File: src/rtl/tmr_voter_n.sv
// tmr_voter_n: registered triple-modular-redundancy word voter with
// per-channel fault tracking.
//
// Each valid sample of the three redundant channels a/b/c (index 0/1/2)
// yields a voted word one cycle later. A channel that disagrees with the
// raw bitwise majority on FAULT_THRESH consecutive valid samples is flagged
// faulty and dropped from selection until fault_clr.
//
// Ports:
//   clk, rst            clock, synchronous active-high reset
//   in_valid            a/b/c carry a sample this cycle
//   a, b, c             redundant channel words
//   fault_clr           clears chan_fault, run counters, error counters
//   out_valid           vote/mismatch/no_agree valid this cycle
//   vote                voted word (held when no selection is possible)
//   mismatch            per channel, differed from the majority on the sample
//   no_agree            degraded vote could not be formed, vote held
//   chan_fault          sticky per-channel fault flags
//   fail                all three channels faulted
//   err_cnt_a/b/c       saturating disagreement counts
module tmr_voter_n #(
  parameter int WIDTH        = 8,
  parameter int FAULT_THRESH = 4,
  parameter int CNT_W        = 8
) (
  input  logic             clk,
  input  logic             rst,
  input  logic             in_valid,
  input  logic [WIDTH-1:0] a,
  input  logic [WIDTH-1:0] b,
  input  logic [WIDTH-1:0] c,
  input  logic             fault_clr,
  output logic             out_valid,
  output logic [WIDTH-1:0] vote,
  output logic [2:0]       mismatch,
  output logic             no_agree,
  output logic [2:0]       chan_fault,
  output logic             fail,
  output logic [CNT_W-1:0] err_cnt_a,
  output logic [CNT_W-1:0] err_cnt_b,
  output logic [CNT_W-1:0] err_cnt_c
);

  localparam int RUN_W = (FAULT_THRESH < 1) ? 1 : $clog2(FAULT_THRESH + 1);
  localparam logic [RUN_W-1:0] RUN_MAX = RUN_W'(FAULT_THRESH);
  localparam logic [RUN_W-1:0] RUN_SET = RUN_W'(FAULT_THRESH - 1);

  logic [WIDTH-1:0] ch [3];
  logic [WIDTH-1:0] maj;
  logic [2:0]       dis;
  logic [WIDTH-1:0] sel_word;
  logic             sel_ok;

  logic [RUN_W-1:0] run [3];
  logic [CNT_W-1:0] err [3];

  assign ch[0] = a;
  assign ch[1] = b;
  assign ch[2] = c;

  // Majority is always taken from the raw inputs, so a faulted channel
  // still keeps being compared (and counted) against it.
  assign maj = (a & b) | (b & c) | (a & c);

  always_comb begin
    for (int i = 0; i < 3; i++) begin
      dis[i] = in_valid & (ch[i] != maj);
    end
  end

  // Selection from the healthy set, based on the registered fault flags.
  always_comb begin
    sel_word = maj;
    sel_ok   = 1'b1;
    case (~chan_fault)
      3'b111: begin sel_word = maj;  sel_ok = 1'b1;       end
      3'b011: begin sel_word = a;    sel_ok = (a == b);   end
      3'b101: begin sel_word = a;    sel_ok = (a == c);   end
      3'b110: begin sel_word = b;    sel_ok = (b == c);   end
      3'b001: begin sel_word = a;    sel_ok = 1'b1;       end
      3'b010: begin sel_word = b;    sel_ok = 1'b1;       end
      3'b100: begin sel_word = c;    sel_ok = 1'b1;       end
      default: begin sel_word = maj; sel_ok = 1'b0;       end
    endcase
  end

  always_ff @(posedge clk) begin
    if (rst) begin
      out_valid  <= 1'b0;
      vote       <= '0;
      mismatch   <= '0;
      no_agree   <= 1'b0;
      chan_fault <= '0;
      for (int i = 0; i < 3; i++) begin
        run[i] <= '0;
        err[i] <= '0;
      end
    end else begin
      out_valid <= in_valid;
      mismatch  <= dis;
      no_agree  <= in_valid & ~sel_ok;
      if (in_valid && sel_ok) vote <= sel_word;

      for (int i = 0; i < 3; i++) begin
        if (fault_clr) begin
          run[i]        <= '0;
          err[i]        <= '0;
          chan_fault[i] <= 1'b0;
        end else if (in_valid) begin
          if (dis[i]) begin
            if (run[i] != RUN_MAX) run[i] <= run[i] + RUN_W'(1);
            if (run[i] == RUN_SET) chan_fault[i] <= 1'b1;
            if (err[i] != {CNT_W{1'b1}}) err[i] <= err[i] + CNT_W'(1);
          end else begin
            run[i] <= '0;
          end
        end
      end
    end
  end

  assign fail      = &chan_fault;
  assign err_cnt_a = err[0];
  assign err_cnt_b = err[1];
  assign err_cnt_c = err[2];

endmodule

File: config.mk
export PLATFORM = sky130hd
export DESIGN_NAME = tmr_voter_n
export DESIGN_NICKNAME = d
export VERILOG_FILES = /design/src/rtl/tmr_voter_n.sv
export SDC_FILE = /design/constraint.sdc
export NUM_CORES = 1
export LEC_CHECK = 0
export CAP_MARGIN = 20
export CORE_MARGIN = 2
export CORE_UTILIZATION = 45
export CTS_BUF_LIST = sky130_fd_sc_hd__clkbuf_8
export DETAILED_ROUTE_END_ITERATION = 7
export MAX_ROUTING_LAYER = met4
export PLACE_DENSITY = 0.81
export SETUP_SLACK_MARGIN = 0.2
export SYNTH_ARGS = -nofsm -noshare
export SYNTH_HDL_FRONTEND = slang
export SYNTH_SLANG_ARGS = --single-unit
File: constraint.sdc
create_clock -name clk -period 4.5 [get_ports clk]
set_clock_uncertainty 0.05 [all_clocks]
set_input_delay 0.9 -clock clk [delete_from_list [all_inputs] [get_ports clk]]
set_output_delay 0.9 -clock clk [all_outputs]
set_load 0.05 [all_outputs]
==> results.ini, run 1 <==
[clock_tree]
post_cts_buffers = 0
clock-sinks = 49
clockBufferDepth = 2
post_cts_resized = 0
numCtsBuffers = 5
cts_root_buf = clkbuf_8
clk_latency_ns = 0.30
tritoncts = built
htree_num_levels = 2
ctsHoldBuffers = 0
path_clk_slew_ns = 0.10

[power_and_ir_drop]
seq_power_share_pct = 47.0
p_per_area_nw_per_um2 = 252.2
power.leakage_nw = 1.760
p_int_w = 0.0007455
vdd_drop_max_mv = 0.1212
sw_frac_of_total_pct = 34.01
pwr-share-comb_pct = 29.5
p_clk_share_pct = 23.5
switching_power_w = 0.0003841

[drt]
drc = 0
m1WireLength_um = 4618
wl_per_cell_um = 18.67
vias = 3421
totalWireLength_um = 10710
wl_met3_um = 665
dr.pass1.iters = 5
routed_via_density = 5.960
ant_nets = 0
topRoutingLayerUsed = met4
routed-wl-met2_um = 5005
dr.first_iter.drc_count = 259

[sta]
layout_worst_path_cycle_share_pct = 82.86
fin_crit_ns = 3.729
hold_violations = 0
tightestPinTransition_ns = 1.110
grt_setup_unrepaired = no
setup_tns_ns = 0
max_freq_mhz = 268.2
report.final.slew_viol_count = 0
worst_slack_ns = 0.7711
setup_viol = 0
slew_headroom_pct = 24.11

[final_layout]
multiInputGateArea_um2 = 2078
utilization_pct = 57.97
syn2layout_area_growth_pct = 24.96
stdcell_area_um2 = 4479
fillerInstances = 690
final_nets = 519
final_cell_count_no_fill = 574
diodes = 0
seqCellArea_um2 = 1311
drive_gt1_share_pct = 5.932

[grt]
antenna_found_initial = 0
grt_pass1_vias = 3294
grt_max_degree = 23
globalRouteOverflowTotal = 0
grt_pass1_wl_um = 16770
grt_usage_pct = 25.64

[synth]
ys_ff_latch = 49
syn_avg_cell_area_um2 = 8.786
synthFlopType = edfxtp_1
syn-instance-count = 408
synth.distinct_cells = 53
synth_nets = 456
synth_edf_count = 33
synth-async-reset-ratio_pct = 0
yosys_warnings = 0
netlist_area_um2 = 3585
synth-seq-area-share_pct = 36.58

[floorplanning]
die_w_um = 93.25
fp.dieArea_um2 = 8696
core_um2 = 7727
die_h_um = 93.25
num_rows = 32
pin_count = 69
initial_utilization_pct = 46.39

[setup_path]
path_delay_family = compound AO/OA/AOI/OAI gates
crit_path_frequent_cell = nand2_1
crit_end = err[1][5]$_SDFFCE_PN0P_
critPathKind = in2reg
required_ns = 4.43
reg2reg_depth = 5
crit_cells = 8
cp.arrival_ns = 3.66
worstPathMaxFanout = 10
r2r-start = chan_fault[2]$_SDFFE_PP0P_
max_stage_delay_ns = 0.58
crit_buf_inv = 1
startpoint = a[7]
crit_slowest_cell = clkdlybuf4s50_1
end_kind = flop
startpoint_type = input port
rrSetupSlack_ns = 1.42
reg2reg_to = vote[5]$_SDFFE_PP0P_
worstPathCellList = clkdlybuf4s50_1 > ha_1 > nor2b_1 > a2111o_1 > a2111oi_0 > a31oi_1 > nand2_1 > nand2_1

[job]
maxCapViolCount = 0

[status]
status = finished, final reports clean

[min_path]
worst_hold_path_type = reg2reg
min_from = vote[0]$_SDFFE_PP0P_

[placement]
io_buffer_count = 68
dp_slack_ns = 0.5202
gp_congestion = 1.027
hpwl_um = 8281
dpl_cell_area_um2 = 4389
place_inst = 566

## layout make-up
type / instances / area share, %
Multi-Input combinational cell: 308 / 46.40
Sequential cell: 49 / 29.27
Timing Repair Buffer: 80 / 17.21
Tap cell: 102 / 2.849
Inverter: 27 / 2.263
Clock buffer: 5 / 1.536
Clock inverter: 3 / 0.4749
## power groups by stage
stage	clock, W	sequential (W)	combinational [W]
after floorplan	0	0.000614	0.000131
after global placement	0	0.000540	0.000328
after detailed placement	0	0.000541	0.000329
after CTS	0.000272	0.000531	0.000331
after global routing	0.000291	0.000534	0.000355
final	0.000266	0.000531	0.000333
## worst register-to-register path, stage by stage (launching register included)
cell and delay, ns:
dfxtp_1 0.71, inv_1 0.32, a21oi_1 0.57, nor3_1 0.11
a2111oi_0 0.98, mux2_4 0.29
## layer usage
metal,track usage (%),vias up
met4,11.03,0
li1,-,1634
met2,42.03,147
met1,31.72,1612
met5,-,-
met3,3.626,28
## cells in the final DEF, fill, tap and decap left out, drive strengths merged, types with 15 or more instances in the layout
| cell | count |
|---|---|
| clkdlybuf4s50 | 68 |
| nor2 | 36 |
| edfxtp | 33 |
| nand2 | 28 |
| inv | 28 |
| a21oi | 23 |
| ha | 20 |
| o22ai | 19 |
| dfxtp | 16 |
| nor2b | 15 |
## per-stage QoR
stage | hold slack (ns) | total power [W]
finish | 0.4151 | 0.001130
global route | 0.4455 | 0.001181
CTS | 0.4205 | 0.001134
detailed placement | 0.4025 | 0.0008704
global placement | 0.4011 | 0.0008674
floorplan | 0.5080 | 0.0007448
## cells by family (layout without fill, tap and decap cells)
logic type | after synthesis | in the layout | share of synthesized area (%)
xor gates and xnor gates | 21 | 21 | 5.131
AOI/OAI and AO/OA | 104 | 104 | 20.03
adders and majority gates | 20 | 20 | 6.981
and+or+nand+nor | 151 | 151 | 22.06
DFF | 49 | 49 | 36.58
buffers and inverters | 51 | 115 | 5.445
muxes | 12 | 12 | 3.770
## how the worst min path moves through the flow
stage / endpoint / slack (ns) / cells after the start
3_3_place_gp: vote[2]$_SDFFE_PP0P_ / 0.40 / 2
2_1_floorplan: run[2][0]$_SDFFCE_PP0P_ / 0.51 / 1
5_1_grt: vote[4]$_SDFFE_PP0P_ / 0.45 / 2
6_report: vote[0]$_SDFFE_PP0P_ / 0.42 / 2
3_5_place_dp: vote[4]$_SDFFE_PP0P_ / 0.40 / 2
4_1_cts: vote[0]$_SDFFE_PP0P_ / 0.42 / 2
## synthesized netlist by cell type (3+ instances only)
cell        n  area, um2
dfxtp_1    16      320.3
nor4b_1     3      26.28
xnor2_1     9      78.83
o32ai_1     5      43.79
clkbuf_1   21      78.83
o22ai_1    19      118.9
ha_1       20      250.2
a21oi_1    23      115.1
nor2b_1    15      93.84
nand2_1    28      105.1
a31oi_1     7      43.79
nand3_1    12      60.06
nor3_1     11      55.05
nor2_1     36      135.1
o21ai_0    11      55.05
o21a_1      4      30.03
edfxtp_1   33      991.0
and2_1     10      62.56
a2111oi_0   7      61.31
a221oi_1    3      26.28
mux2_4      3      45.04
a22o_1      4      35.03
a211o_1     3      26.28
buf_2       3      15.01
mux2i_1     9      90.09
inv_1      27      101.4
and3_1     10      62.56
nor4_1     12      75.07
xor2_1     12      105.1
nand2b_1    4      25.02
## registers in the layout (all words and copies together) (netlist names)
| register | cells |
|---|---|
| run | 9 |
| chan_fault | 3 |
| vote | 8 |
| err | 24 |
| out_valid | 1 |
| no_agree | 1 |
| mismatch | 3 |
Note: power is estimated with default switching activity, not from simulation.
==> inputs of run 2 (changes only) <==
Settings changed: PLACE_DENSITY 0.81 to 0.84.
Clock period 4.5 ns to 3.2 ns, I/O delays scaled along.
==> run 2 against run 1 <==
Against the previous run:
- via count up 6.1%
- combinational power is 54% higher
- die area stayed put
- hold slack gained 0.0044 ns
- sequential power rose by 41%
- core utilization is 4.6 points higher
- register-to-register slack worse by 0.76 ns
- largest power group unchanged
==> results.ini, run 2 (synthesized netlist as in run 1, its figures left out) <==
[grt]
grt_usage_pct = 26.05
grt_pass1_vias = 3568
globalRouteOverflowTotal = 0
grt_pass1_wl_um = 17320
antenna_found_initial = 0
grt_max_degree = 25

[final_layout]
reg.largest.list = err (24), run (9), vote (8)
final_nets = 560
diodes = 0
layout_common_cells = clkdlybuf4s50_1, buf_4, nor2_1
final_common_cell = clkdlybuf4s50_1
regMostFlops = err
drive_gt1_share_pct = 14.23
syn2layout_area_growth_pct = 34.80
fillerInstances = 677
final_cell_count_no_fill = 615
largest_reg_flops = 24
utilization_pct = 62.53
stdcell_area_um2 = 4832

[placement]
hpwl_um = 8665
dpl_cell_area_um2 = 4695
io_buffer_count = 68
gp_congestion = 0.9447
place_inst = 607

[clock_tree]
clk_latency_ns = 0.30
clockBufferDepth = 2
post_cts_buffers = 0
htree_num_levels = 2
tritoncts = built
clock-sinks = 49
cts_root_buf = clkbuf_8
numCtsBuffers = 5
path_clk_slew_ns = 0.10
post_cts_resized = 0
ctsHoldBuffers = 0

[setup_path]
r2r-start = chan_fault[1]$_SDFFE_PP0P_
critPathKind = in2reg
max_stage_delay_ns = 0.42
worstPathMaxFanout = 6
startpoint_type = input port
end_kind = flop
crit_buf_inv = 3
rrSetupSlack_ns = 0.66
required_ns = 3.21
crit_slowest_cell = clkdlybuf4s50_1
path_delay_family = compound AO/OA/AOI/OAI gates
crit_path_frequent_cell = buf_4
reg2reg_to = vote[4]$_SDFFE_PP0P_
worstPathCellList = clkdlybuf4s50_1 > ha_1 > nor2b_1 > a2111o_1 > a2111oi_1 > buf_4 > a31oi_1 > nand2_1 > buf_4 > nor2_1
reg2reg_depth = 7
cp.arrival_ns = 2.91

[min_path]
worst_hold_path_type = reg2reg
min_from = vote[1]$_SDFFE_PP0P_
worst_hold_path.endpoint = vote[1]$_SDFFE_PP0P_
hold_path_depth = 2

[drt]
dr.first_iter.drc_count = 200
routed_via_density = 5.901
m1WireLength_um = 4538
ant_nets = 0
routed-wl-met2_um = 5597
vias = 3629
dr.pass1.iters = 5
wl_met3_um = 600
topRoutingLayerUsed = met4
wl_per_cell_um = 17.94
totalWireLength_um = 11040
drc = 0

[sta]
hold_violations = 0
setup_viol = 0
layout_worst_path_cycle_share_pct = 90.53
grt_setup_unrepaired = no
fin_crit_ns = 2.897
slew_headroom_pct = 51.93
tightestPinTransition_ns = 0.7201
report.final.slew_viol_count = 0
max_freq_mhz = 345.2

[floorplanning]
initial_utilization_pct = 46.39
pin_count = 69
die_w_um = 93.25
die_h_um = 93.25
core_um2 = 7727
fp.dieArea_um2 = 8696
num_rows = 32

[power_and_ir_drop]
power.total_w = 0.001731
p_per_area_nw_per_um2 = 358.2
power.leakage_nw = 1.980
vdd_drop_max_mv = 0.1643

[status]
status = finished, final reports clean

[job]
maxCapViolCount = 0

[run 2: cell count changes in the layout (fill, tap and decap cells not counted), moves of 2 or more]
| cell | previous run | this run |
|---|---|---|
| a2111oi_1 | 0 | 2 |
| nor4_2 | 0 | 2 |
| nor4_1 | 12 | 10 |
| buf_4 | 12 | 54 |
| a2111oi_0 | 7 | 5 |
[run 2: layer usage]
metal,vias to the layer above,global-route usage [%]
met4,0,8.333
met1,1721,30.09
li1,1720,-
met3,29,3.304
met2,159,46.88
met5,-,-
[run 2: power by group]
part | internal (W) | switching (W) | total (W)
Clock | 0.000254 | 0.000215 | 0.000469
Sequential | 0.000716 | 0.0000322 | 0.000748
Combinational | 0.000213 | 0.000300 | 0.000513
Total | 0.00118 | 0.000548 | 0.00173
[run 2: worst min-delay path, cell delays in order (launching register included)]
cell and delay (ns):
dfxtp_1 0.32, nand2_1 0.05, mux2i_1 0.06
[run 2: layout make-up]
cell class	instances	area [um2]	share of cell area [%]
Clock buffer	6	82.58	1.709
Multi-Input combinational cell	308	2096	43.37
Sequential cell	49	1311	27.14
Timing Repair Buffer	121	1076	22.27
Clock inverter	2	37.54	0.7768
Tap cell	102	127.6	2.641
Inverter	27	101.3	2.097
[run 2: metrics by stage]
step	setup slack, ns	setup TNS, ns	hold slack, ns
final	0.3029	0	0.4196
after global placement	0.01551	0	0.3975
after floorplan	0.5187	0	0.5080
after global routing	0.1440	0	0.4450
after CTS	0.2476	0	0.4199
after detailed placement	-0.06828	-0.5490	0.4052
[run 2: worst max-delay path by stage]
stage / start / endpoint / slack (ns) / cells past startpoint
6_report: a[5] / err[1][7]$_SDFFCE_PN0P_ / 0.30 / 10
4_1_cts: a[5] / err[1][6]$_SDFFCE_PN0P_ / 0.25 / 9
2_1_floorplan: a[5] / err[1][0]$_SDFFCE_PN0P_ / 0.52 / 7
3_3_place_gp: a[5] / err[1][3]$_SDFFCE_PN0P_ / 0.02 / 9
3_5_place_dp: a[5] / err[1][4]$_SDFFCE_PN0P_ / -0.07 / 9
5_1_grt: a[4] / err[1][7]$_SDFFCE_PN0P_ / 0.14 / 10
==> variant 1, RTL diff (settings of run 1) <==
`CNT_W`: 8 -> 12.
--- a/src/rtl/tmr_voter_n.sv
+++ b/src/rtl/tmr_voter_n.sv
@@ -21,7 +21,7 @@
 module tmr_voter_n #(
   parameter int WIDTH        = 8,
   parameter int FAULT_THRESH = 4,
-  parameter int CNT_W        = 8
+  parameter int CNT_W        = 12
 ) (
   input  logic             clk,
   input  logic             rst,
Interface: changed (resized err_cnt_a, err_cnt_b and err_cnt_c); port bits go from 69 to 81. The function was not compared with the original's and may differ.
==> variant 1 against run 1 <==
Utilization up 0.18 points. Critical path type unchanged. Final area is 20% higher. Power rose by 44%. Highest routed layer unchanged. Largest cell class unchanged. Wire length rose by 3.3%. Critical path depth unchanged. Register-to-register slack improved by 0.50 ns. Clock power increased by 120%. Critical endpoint is now err[2][7]. Worst setup slack worse by 0.074 ns. Area after synthesis is 20% higher. Cell count rose by 16%. Combinational power up 10%. Sequential cell count up 12.
==> variant 1: results (changes against run 1) <==
GR Util met2=35.9% (-6.1 points); layout cells sized above 1=9.48% (+3.5 points); met3 routed WL=790 µm (+19%); multi-input gates=345 (+12%); fin nets=581 (+12%); number of sequential cells=61 (+24%); status=finished clean; dpl hpwl=8240 µm (-0.53%); worst-skew pair later-pin latency=0.33 ns (+0.03 ns); multi-input gate share of total cell area=43.3% (-3.1 points); Switching Share=29.4% (-4.6 points); biggest regs=err: 36 flops, run: 9 flops, vote: 8 flops; fraction of the mapped netlist area in adder cells=5.83% (-1.2 points); DR WL met2=5210 µm (+4.0%); first-iteration detailed-routing DRC count=273 (+5.4%); met1 Use GR=31.4% (-0.34 points); min-delay src=vote[3]; Peak VDD IR=213 µV (+76%); fraction of area in registers=31.1% (+1.8 points); sequential element share of the synthesized area=38.9% (+2.3 points); worst r2r dst=vote[0]; hold_ws=0.436 ns (+0.0205 ns); post-synthesis compound-gate area fraction=16.8% (-3.2 points); R2R Setup Slk=1.92 ns (+0.50 ns); non-clock buffer instance count of the final layout=90 (+13%); CTS root buf=clkbuf_8; NonClk Buf Share=16.3% (-0.90 points); Worst R2R Path Depth=7 (+2); Worst EP arrival=3.71 ns (+0.05 ns); WL met1=4910 µm (+6.3%); via count=3804 (+11%); Rel. slew slack=49.6% (+25 points); number of distinct library cells after synthesis=66 (+25%); slowest CP cell=clkdlybuf4s50_1; CP peak stage delay=0.67 ns (+0.09 ns); inverter count=26 (-3.7%); Area contributors post-synth=edfxtp_1 (31%), dfxtp_1 (7.5%), nor2_1 (6.4%); worst-path fanout max=12 (+2); GR Util All Layers=23.1% (-2.5 points); r2r startpoint=chan_fault[0]; H-tree level count=3 (+1); Hold Path Depth=1 (-1); vias in the first global route=3637 (+10%); Avg WL per Cell=16.6 µm (-11%); largest net degree at the start of global routing=32 (+39%); Num CTS Buffers=9 (+4); IO Port Bufs=80 (+18%); GR Layer Usage met3=3.66% (+0.032 points); Post-Syn Nets=507 (+11%); Pleak=2.01 nW (+14%); post-synthesis xor/xnor area fraction=8.68% (+3.6 points); routability-driven placement congestion ratio=0.962 (-6.4%); hold path endpoint=vote[3]; Reg clk slew, reported paths=0.07 ns (-0.03 ns); Post-synth top cells=nor2_1 (73), edfxtp_1 (45), a21oi_1 (26), nand2_1 (26); crit path to=err[2][7]
variant 1: cell count changes after synthesis, moves of 8 or more:
cell / run 1 / this run
xor2_1: 12 / 24
clkbuf_1: 21 / 4
mux2i_1: 9 / 1
nor2_1: 36 / 73
nor2b_1: 15 / 3
buf_6: 0 / 9
edfxtp_1: 33 / 45
variant 1: stage by stage:
stage	util [%]	std cells	cell area (µm²)	setup WS [ns]
global placement	55.6	651	5130	0.456
global route	58.1	667	5370	0.413
floorplan	-	459	4290	1.54
CTS	58.1	667	5370	0.725
detailed placement	55.6	651	5130	0.350
finish	58.1	667	5370	0.697
variant 1: power groups by stage:
stage	logic, W	clock network [W]	registers (W)
finish	0.000367	0.000583	0.000672
global route	0.000393	0.000617	0.000677
CTS	0.000366	0.000590	0.000673
detailed placement	0.000363	0	0.000685
global placement	0.000359	0	0.000682
floorplan	0.000149	0	0.000774
==> variant 2, RTL diff (settings of run 1) <==
Without the edit above. Remove the register `mismatch`: a continuous assignment takes its place, so the output `mismatch` follows one clock earlier. Comments in the files are not updated.
--- a/src/rtl/tmr_voter_n.sv
+++ b/src/rtl/tmr_voter_n.sv
@@ -88,7 +88,6 @@
     if (rst) begin
       out_valid  <= 1'b0;
       vote       <= '0;
-      mismatch   <= '0;
       no_agree   <= 1'b0;
       chan_fault <= '0;
       for (int i = 0; i < 3; i++) begin
@@ -97,7 +96,6 @@
       end
     end else begin
       out_valid <= in_valid;
-      mismatch  <= dis;
       no_agree  <= in_valid & ~sel_ok;
       if (in_valid && sel_ok) vote <= sel_word;
 
@@ -119,6 +117,8 @@
     end
   end
 
+  assign mismatch = dis;
+
   assign fail      = &chan_fault;
   assign err_cnt_a = err[0];
   assign err_cnt_b = err[1];
Formal check against the unedited RTL: not equivalent (Yosys sat finds a counterexample within 4 cycles, from zero or initial values and one cycle with rst high).
==> variant 2 against run 1 <==
Largest power group unchanged. Power is 1.6% lower. Combinational power is 3% higher. Die area is 0.44% higher. Fmax is 7.7% lower. Global-route usage is 1.7 points lower. Count of clock-buffer cells in the layout stayed put. Area after synthesis is 0.45% higher. Final area is 0.25% higher. Sequential cell count is 3 lower. Wire length is 6.0% lower. Non-clock buffer count is 5 higher. Worst setup slack worse by 0.31 ns.
==> variant 2: results (changes against run 1) <==
CP top delay family=buffers and inverters; crit path to=mismatch[1]; Setup crit start=c[3]; worst-path fanout max=8 (-2); filler cell count=692 (+0.29%); Area contributors post-synth=edfxtp_1 (28%), dfxtp_1 (7.2%), ha_1 (6.9%); cell-internal power=0.000728 W (-2.3%); first-pass GRT wire length=16100 µm (-4.2%); Post-synth top cells=nor2_1 (63), edfxtp_1 (33), a21oi_1 (30); Routed WL=10100 µm (-6.0%); Rel. slew slack=52.6% (+29 points); sequential power share=45.4% (-1.6 points); fin nets=527 (+1.5%); R2R Setup Slk=1.38 ns (-0.04 ns); Post-Synthesis Mean Instance Area=8.68 µm² (-1.2%); dpl hpwl=7800 µm (-5.8%); Peak VDD IR=224 µV (+85%); Place WS=0.454 ns (-0.0657 ns); routed vias/inst=5.80 (-2.6%); Pleak=1.67 nW (-5.1%); layout cells sized above 1=9.58% (+3.7 points); post-layout min period=4.04 ns (+0.309 ns); placed insts=574 (+1.4%); Post-DP Area=4400 µm² (+0.17%); status=finished clean; worst r2r dst=vote[0]; GR Util All Layers=24.0% (-1.7 points); combinational power=0.000343 W (+3%)
-- variant 2: changes by cell type after synthesis, sizes merged, moves of 6 or more --
cell           run 1  this run
o22ai             19         6
buf                3         9
nand2             28        17
nand2b             4        12
a21oi             23        30
and2              10         3
nor2              36        63
a22oi              3        10
mux2i              9         2
-- variant 2: how the worst min path moves through the flow --
| stage | start | endpoint | cells past startpoint |
|---|---|---|---|
| after floorplan | run[0][0] | run[0][0] | 1 |
| after global placement | run[1][0] | run[1][0] | 1 |
| after detailed placement | run[0][0] | run[0][0] | 1 |
| after CTS | run[1][0] | run[1][0] | 1 |
| after global routing | run[1][0] | run[1][0] | 1 |
| final | run[1][0] | run[1][0] | 1 |
-- variant 2: cell type report --
class / count / area, µm² / share of cell area (%)
timing repair buffer: 85 / 801 / 17.8
clock buffer: 5 / 68.8 / 1.53
tap: 102 / 128 / 2.84
multi-input combinational: 315 / 2120 / 47.2
inverter: 26 / 97.6 / 2.17
clock inverter: 3 / 25.0 / 0.557
sequential: 46 / 1250 / 27.9
-- variant 2: logic make-up after synthesis --
| family | Yosys count | synth area share (%) |
|---|---|---|
| simple gates | 156 | 21.4 |
| compound gates | 104 | 20.4 |
| buf+inv | 54 | 6.39 |
| flops | 46 | 34.7 |
| xor+xnor | 25 | 6.29 |
| fa+ha+maj | 20 | 6.95 |
| mux | 10 | 3.89 |
-- variant 2: worst reg2reg max path, delay by kind of cell, from the launching register on --
family	cells	cell delay, ns
flip-flops	1	0.71
AND/OR/NAND/NOR	1	0.63
multiplexers	1	0.34
AO/OA/AOI/OAI	4	1.28
-- variant 2: per-layer routing --
metal,vias up,global-route usage [%],wire length [µm]
met4,0,6.99,212
met5,-,-,0
li1,1618,-,-
met3,21,4.19,617
met2,131,37.5,4740
met1,1607,32.0,4510
